**config.mk**
```make
export PLATFORM = sky130hd
export DESIGN_NAME = mc68040_bus_initiator
export DESIGN_NICKNAME = d
export VERILOG_FILES = /design/src/rtl/mc68040_bus_initiator.sv
export SDC_FILE = /design/constraint.sdc
export NUM_CORES = 1
export LEC_CHECK = 0
export CAP_MARGIN = 5
export CORE_MARGIN = 1.5
export CORE_UTILIZATION = 45
export CTS_CLUSTER_DIAMETER = 150
export CTS_CLUSTER_SIZE = 30
export DETAILED_ROUTE_END_ITERATION = 10
export HOLD_SLACK_MARGIN = 0.05
export PLACE_DENSITY = 0.94
export RECOVER_POWER = 50
export SYNTH_ARGS = -nofsm -noshare
export SYNTH_HDL_FRONTEND = slang
export SYNTH_SLANG_ARGS = --single-unit
```
**constraint.sdc**
```tcl
create_clock -name CLK40 -period 3.2 [get_ports CLK40]
set_clock_uncertainty 0.2 [all_clocks]
set_input_delay 0.64 -clock CLK40 [delete_from_list [all_inputs] [get_ports CLK40]]
set_output_delay 0.64 -clock CLK40 [all_outputs]
set_load 0.02 [all_outputs]
```
**src/rtl/mc68040_bus_initiator.sv**
```systemverilog
// MC68040-style single-transfer bus master: arbitrate, address phase, wait for TACKn/TEAn.
// Optional DATA-phase watchdog enabled by `define MASTER_TIMEOUT_EN.
//   state   | meaning
//   S_IDLE  | no transfer, waiting for REQ
//   S_ARB   | BRn asserted, waiting for BGn low with bus not busy
//   S_ADDR  | TSn asserted for one cycle, address phase
//   S_DATA  | waiting for termination
//   S_RETRY | bus released after retry termination
//   S_END   | DONE pulse, bus released
module mc68040_bus_initiator #(
  parameter int RETRY_MAX = 3
`ifdef MASTER_TIMEOUT_EN
  , parameter int TIMEOUT_CYCLES = 255
`endif
) (
  input  logic        CLK40,
  input  logic        RESETn,
  input  logic        REQ,
  input  logic        REQ_RnW,
  input  logic [31:0] REQ_ADDR,
  input  logic [31:0] REQ_WDATA,
  input  logic [1:0]  REQ_SIZ,
  output logic        BUSY,
  output logic        DONE,
  output logic        ERR,
  output logic [31:0] RDATA,
  output logic        BRn,
  input  logic        BGn,
  input  logic        BBn_IN,
  output logic        BBn_OUT,
  output logic        BB_OE,
  output logic        BUS_OE,
  output logic [31:0] A_OUT,
  output logic        RnW_OUT,
  output logic [1:0]  SIZ_OUT,
  output logic [1:0]  TT_OUT,
  output logic [2:0]  TM_OUT,
  output logic        TSn_OUT,
  output logic        TIPn_OUT,
  output logic [31:0] D_OUT,
  output logic        D_OE,
  input  logic [31:0] D_IN,
  input  logic        TACKn,
  input  logic        TEAn
);

  typedef enum logic [2:0] {S_IDLE, S_ARB, S_ADDR, S_DATA, S_RETRY, S_END} state_t;

  localparam logic [7:0] RETRY_LIM = 8'(RETRY_MAX);

  state_t      state_q, state_d;
  logic        brn_q, brn_d, bb_oe_q, bb_oe_d, bbn_q, bbn_d;
  logic        bus_oe_q, bus_oe_d, d_oe_q, d_oe_d, tsn_q, tsn_d, tipn_q, tipn_d;
  logic        busy_q, busy_d, done_q, done_d, err_q, err_d, rnw_q, rnw_d;
  logic [31:0] rdata_q, rdata_d, addr_q, addr_d, wdata_q, wdata_d;
  logic [1:0]  siz_q, siz_d;
  logic [7:0]  retry_q, retry_d;
  logic        go_end, go_retry;
`ifdef MASTER_TIMEOUT_EN
  localparam logic [15:0] TMO_LAST = 16'(TIMEOUT_CYCLES - 1);
  logic [15:0] tmo_q, tmo_d;
`endif

  always_ff @(posedge CLK40) begin
    if (!RESETn) begin
      state_q  <= S_IDLE;
      brn_q    <= 1'b1;
      bb_oe_q  <= 1'b0;
      bbn_q    <= 1'b1;
      bus_oe_q <= 1'b0;
      d_oe_q   <= 1'b0;
      tsn_q    <= 1'b1;
      tipn_q   <= 1'b1;
      busy_q   <= 1'b0;
      done_q   <= 1'b0;
      err_q    <= 1'b0;
      rnw_q    <= 1'b1;
      rdata_q  <= '0;
      addr_q   <= '0;
      wdata_q  <= '0;
      siz_q    <= '0;
      retry_q  <= '0;
`ifdef MASTER_TIMEOUT_EN
      tmo_q    <= '0;
`endif
    end else begin
      state_q  <= state_d;
      brn_q    <= brn_d;
      bb_oe_q  <= bb_oe_d;
      bbn_q    <= bbn_d;
      bus_oe_q <= bus_oe_d;
      d_oe_q   <= d_oe_d;
      tsn_q    <= tsn_d;
      tipn_q   <= tipn_d;
      busy_q   <= busy_d;
      done_q   <= done_d;
      err_q    <= err_d;
      rnw_q    <= rnw_d;
      rdata_q  <= rdata_d;
      addr_q   <= addr_d;
      wdata_q  <= wdata_d;
      siz_q    <= siz_d;
      retry_q  <= retry_d;
`ifdef MASTER_TIMEOUT_EN
      tmo_q    <= tmo_d;
`endif
    end
  end

  always_comb begin
    state_d  = state_q;
    brn_d    = brn_q;
    bb_oe_d  = bb_oe_q;
    bbn_d    = bbn_q;
    bus_oe_d = bus_oe_q;
    d_oe_d   = d_oe_q;
    tsn_d    = tsn_q;
    tipn_d   = tipn_q;
    busy_d   = busy_q;
    done_d   = 1'b0;
    err_d    = err_q;
    rnw_d    = rnw_q;
    rdata_d  = rdata_q;
    addr_d   = addr_q;
    wdata_d  = wdata_q;
    siz_d    = siz_q;
    retry_d  = retry_q;
    go_end   = 1'b0;
    go_retry = 1'b0;
`ifdef MASTER_TIMEOUT_EN
    tmo_d    = tmo_q;
`endif
    case (state_q)
      S_IDLE: begin
        bb_oe_d = 1'b0;
        retry_d = '0;
        if (REQ) begin
          addr_d  = REQ_ADDR;
          wdata_d = REQ_WDATA;
          siz_d   = REQ_SIZ;
          rnw_d   = REQ_RnW;
          err_d   = 1'b0;
          busy_d  = 1'b1;
          brn_d   = 1'b0;
          state_d = S_ARB;
        end
      end
      S_ARB: begin
        if (!BGn && BBn_IN) begin
          tsn_d    = 1'b0;
          tipn_d   = 1'b0;
          bus_oe_d = 1'b1;
          bb_oe_d  = 1'b1;
          bbn_d    = 1'b0;
          brn_d    = 1'b1;
          state_d  = S_ADDR;
        end
      end
      S_ADDR: begin
        tsn_d   = 1'b1;
        d_oe_d  = !rnw_q;
`ifdef MASTER_TIMEOUT_EN
        tmo_d   = '0;
`endif
        state_d = S_DATA;
      end
      S_DATA: begin
        if (!TACKn && TEAn) begin
          go_end = 1'b1;
          err_d  = 1'b0;
          if (rnw_q) rdata_d = D_IN;
        end else if (TACKn && !TEAn) begin
          go_end = 1'b1;
          err_d  = 1'b1;
        end else if (!TACKn && !TEAn) begin
          if (retry_q < RETRY_LIM) begin
            go_retry = 1'b1;
            retry_d  = retry_q + 8'd1;
          end else begin
            go_end = 1'b1;
            err_d  = 1'b1;
          end
        end
`ifdef MASTER_TIMEOUT_EN
        // a real termination in the same cycle wins over the watchdog
        else if (tmo_q == TMO_LAST) begin
          go_end = 1'b1;
          err_d  = 1'b1;
        end else begin
          tmo_d = tmo_q + 16'd1;
        end
`endif
      end
      S_RETRY: begin
        brn_d   = 1'b0;
        bb_oe_d = 1'b0;
        state_d = S_ARB;
      end
      S_END: begin
        bb_oe_d = 1'b0;
        retry_d = '0;
        state_d = S_IDLE;
      end
      default: state_d = S_IDLE;
    endcase
    if (go_end || go_retry) begin
      tipn_d   = 1'b1;
      bbn_d    = 1'b1;
      bus_oe_d = 1'b0;
      d_oe_d   = 1'b0;
    end
    if (go_retry) state_d = S_RETRY;
    if (go_end) begin
      done_d  = 1'b1;
      busy_d  = 1'b0;
      state_d = S_END;
    end
  end

  assign BUSY     = busy_q;
  assign DONE     = done_q;
  assign ERR      = err_q;
  assign RDATA    = rdata_q;
  assign BRn      = brn_q;
  assign BBn_OUT  = bbn_q;
  assign BB_OE    = bb_oe_q;
  assign BUS_OE   = bus_oe_q;
  assign A_OUT    = addr_q;
  assign RnW_OUT  = rnw_q;
  assign SIZ_OUT  = siz_q;
  assign TT_OUT   = 2'b00;
  assign TM_OUT   = 3'b001;
  assign TSn_OUT  = tsn_q;
  assign TIPn_OUT = tipn_q;
  assign D_OUT    = wdata_q;
  assign D_OE     = d_oe_q;

endmodule

```
* Word-level counts from Yosys, hierarchy flattened
Cells that the tools add are included.
Word-level totals: flip-flop bits (word level) 119, input bits 106, output and inout bits 114, logic and storage cells 99
Operators by class: $add $sub $neg 1, $lt $le $gt $ge 1, equal/unequal tests 16, muxes and demuxes 32, bitwise operators 2, reduce and logical (&&, ||, !) cells 30
Operators by type and width (count):
- 2-to-1 mux 8 bit | 4
- 2-to-1 mux 1 bit | 18
- inequality test 4 bit, second input constant | 4
- one-hot mux 8 bit (2 select lines) | 1
- one-hot mux 3 bit (5 select lines) | 1
- 2-to-1 mux 3 bit | 4
- inequality test 2 bit, second input constant | 6
- AND reduction 3 bit | 4
- adder 8 x 1 -> 8 bit, second input constant | 1
- less-than comparator 8 x 2 -> 1 bit, second input constant | 1
- AND reduction 2 bit | 4
- nonzero test 2 bit | 4
- == test 3 x 2 -> 1 bit, second input constant | 2
- == test 3 bit, second input constant | 2
- one-hot mux 1 bit (2 select lines) | 3
- OR reduction 2 bit | 3
- OR reduction 3 bit | 2
- AND reduction 5 bit | 1
- logical AND 1 bit | 4
- zero test 1 bit | 4
- AND reduction 4 bit | 1
- == test 3 x 1 -> 1 bit, second input constant | 1
- zero test 3 bit | 1
- inequality test 3 bit, second input constant | 1
- other kinds (4) | 5

* Logic depth before layout (Yosys ltp)
word-level depth 8, mapped depth 7, mapped depth without buffers 5

* Worst setup path before layout
OpenSTA, ideal clock, no wires.
kind input to register, start input port TACKn, end register rdata_q[10] (netlist: RDATA[10]), library setup time 0.076 ns, arrival 1.693 ns, data required time 2.924 ns, setup slack 1.232 ns, stages on the path 7, buffers on the path 2, cells stage by stage inv_1 -> ha_1 -> and2_1 -> clkbuf_1 -> clkbuf_1 -> nand3_1 -> a21boi_0
Between the ends: longest elaborated chain between the ends 3
RTL lines:
- from (decl) | RTL line 43 | input logic TACKn,
- zero test 1 bit | RTL line 168 | if (!TACKn && TEAn) begin
- logical AND 1 bit | RTL line 168
- AND reduction 3 bit (no line)
- to (signal assigned) | RTL line 99 | rdata_q <= rdata_d;
- to (decl) | RTL line 55 | logic [31:0] rdata_q, rdata_d, addr_q, addr_d, wdata_q, wdata_d;
No other way between the ends. A chain may end at the register's enable or synchronous reset.

* Final worst setup path
start input port REQ, end register addr_q[28] (netlist: A_OUT[28])
Between the ends: longest elaborated chain between the ends 1
RTL lines:
- from (decl) | RTL line 18 | input logic REQ,
- AND reduction 2 bit (no line)
- to (signal assigned) | RTL line 100 | addr_q <= addr_d;
- to (decl) | RTL line 55
No other way between the ends.

==> out/qor.csv <==
metric,value,unit
Mapped Avg Cell Area,8.75,um^2
# Post-CTS Setup Buffers,0,
Post-CTS Resized,0,
setup_tns,0,ns
clk slew on worst S/H paths,0.05,ns
vias in the first global route,4517,
unrepaired setup endpoints after global routing,no,
CP required,3.37,ns
fillcell total,749,
number of synthesized flops with an enable pin,0,
Synth Flop Type,dfxtp_1,
sequential share of power,38.2,%
WS Path Type,input port to flip-flop,
internal power,3.23,mW
IO buf count,214,
HP Class,flip-flop to flip-flop,
Worst-Margin Slew,1.36,ns
hold depth,2,
DP HPWL,9630,um
largest net degree at the start of global routing,69,
total power per unit cell area,563,mW/mm^2
Post-Synthesis Cell Area,0.00476,mm^2
"Clk Latency, worst-skew pair",0.51,ns
# H-tree levels,4,
clock power share,47.6,%
CTS tree,built,
fin area,0.00747,mm^2
fmax,382,MHz
Total Routing Usage GR,23.9,%
DRC,0,
routed wire length,13600,um
worst r2r dst,ERR,
reg2reg path depth,3,
Final Cycle Share,81.8,%
antenna violations before repair,0,
Via Count,4518,
# diodes,0,
Die Area,0.0112,mm^2
DRT iter0 DRCs,256,
first-pass GRT wire length,21200,um
Routability Congestion,0.774,
final setup vio count,0,
DP Area,0.00687,mm^2
Routed Antenna Nets,0,
I/O Pins,220,
cell taking the most area after synthesis,dfxtp_1,
Leak,2.79,nW
crit path launch,REQ,
Critical Path Sink Type,flip-flop,
final hold vios,0,
final core occ,72.7,%
share of cells above drive strength 1,5.87,%
crit path to,A_OUT[28],
std cell rows,37,
combinational power share,14.2,%
register bit total from synthesis,119,
GRT Residual Overflow,0,
CTS Buf Count,17,
Reg2Reg Setup Slack,0.60,ns
Yosys warning count,0,
library cells used by synthesis,42,
Register Area,0.00238,mm^2
Async SR Flop Fraction,0,%
startpoint types,input port,
# Max-Cap Violations,0,
area grow syn2layout,57.0,%
Worst R2R Start,state_q[1],
share of the synthesized area in the top cell type,50.0,%
outcome,"complete, no violations",
min Tclk post-route,2.62,ns
Post-CTS Hold Buffers,0,
Hold WS,0.258,ns
wire per inst,15.4,um
Die Ht,106,um
Final Power,4.21,mW
peak supply drop,0.336,mV
most common cell in the netlist,nand2_1,
Max-slew headroom,9.23,%
CORE AREA,0.0103,mm^2
max-slew violation count,0,
top post-synthesis cells by area,"dfxtp_1 50%, a21boi_0 13%, nand2_1 11%, o21ai_0 4.1%, nand3_1 3.7%",
share of the yosys chip area belonging to registers,50.0,%
Nets,848,
cells after synthesis,544,
Initial Utilization,46.3,%
clock sink count,119,
Synth top cells by count,"138 x nand2_1, 119 x dfxtp_1, 80 x a21boi_0, 39 x o21ai_0, 35 x nand3_1",
via-per-instance ratio,5.10,
multi-input logic area,0.00208,mm^2
Detailed Routing Iterations Pass 1,4,
sw frac,23.3,%
"Arr. time, crit path",2.79,ns
DIE WIDTH,106,um
Switching Power,0.981,mW
Worst Path Max Fanout,68,
maximum root-to-sink buffer count,2,
Root Buffer,clkbuf_8,
## cell usage in the layout, fill, tap and decap left out, drive strengths merged, types with 6 or more instances in the layout
cell type,Yosys,final
clkdlybuf4s50,0,190
nand2,138,138
dfxtp,119,119
a21boi,99,99
o21ai,39,39
nand3,35,35
dlygate4sd3,0,23
clkbuf,24,22
buf,27,9
and2,7,7
a21oi,6,6
## registers in the layout, summed over array words and instances (netlist names)
signal	count
TIPn_OUT	1
SIZ_OUT	2
RDATA	32
RnW_OUT	1
BB_OE	1
TSn_OUT	1
ERR	1
BUSY	1
retry_q	8
BUS_OE	1
state_q	3
D_OUT	32
D_OE	1
BRn	1
DONE	1
A_OUT	32
## cells by family (layout without fill, tap and decap cells)
family	Yosys count	after routing	synth area share [%]
other cells	2	5	0.158
flops	119	119	50.0
fa+ha+maj	4	4	1.05
simple gates	206	206	19.8
mux	2	2	0.421
compound gates	156	156	22.3
xor+xnor	1	1	0.184
buf+inv	54	257	6.04
## how the worst min path moves through the flow
stage / end / startpoint / slack [ns]
6_report: D_OUT[3] / D_OUT[3] / 0.26
5_1_grt: D_OUT[3] / D_OUT[3] / 0.28
4_1_cts: A_OUT[25] / A_OUT[25] / 0.26
3_5_place_dp: D_OUT[31] / D_OUT[31] / 0.25
3_3_place_gp: A_OUT[27] / A_OUT[27] / 0.24
2_1_floorplan: retry_q[3] / retry_q[3] / 0.25
## layout make-up
type,count,share of cell area (%)
multi-input combinational,374,27.9
inverter,3,0.151
tap,136,2.28
clock buffer,21,6.01
timing repair buffer,223,29.5
clock inverter,10,2.34
sequential,119,31.9
## critical path: stages
cell	delay (ns)
dlygate4sd3_1	0.59
or4b_2	1.16
nand2_1	0.23
a21boi_0	0.13
## per-layer routing
metal	part of all wire (%)	vias to the layer above	track usage (%)
met5	0	-	0
met4	2.9	0	10.6
met3	8.8	30	10.0
met2	50	187	41.0
met1	39	2088	25.7
li1	-	2213	-
## power groups by stage
stage               clock network, mW  registers, mW  logic, mW
finish                           2.00           1.61      0.598
global route                     2.12           1.61      0.643
CTS                              2.04           1.61      0.613
detailed placement                  0           1.64      0.608
global placement                    0           1.63      0.592
floorplan                           0           1.71      0.230
## stage by stage
stage,std cells,setup WS (ns)
3_3_place_gp,855,0.649
2_1_floorplan,547,1.23
5_1_grt,886,0.385
3_5_place_dp,855,0.590
4_1_cts,886,0.752
6_report,886,0.582
No activity file was read; power rests on OpenSTA's default activity.
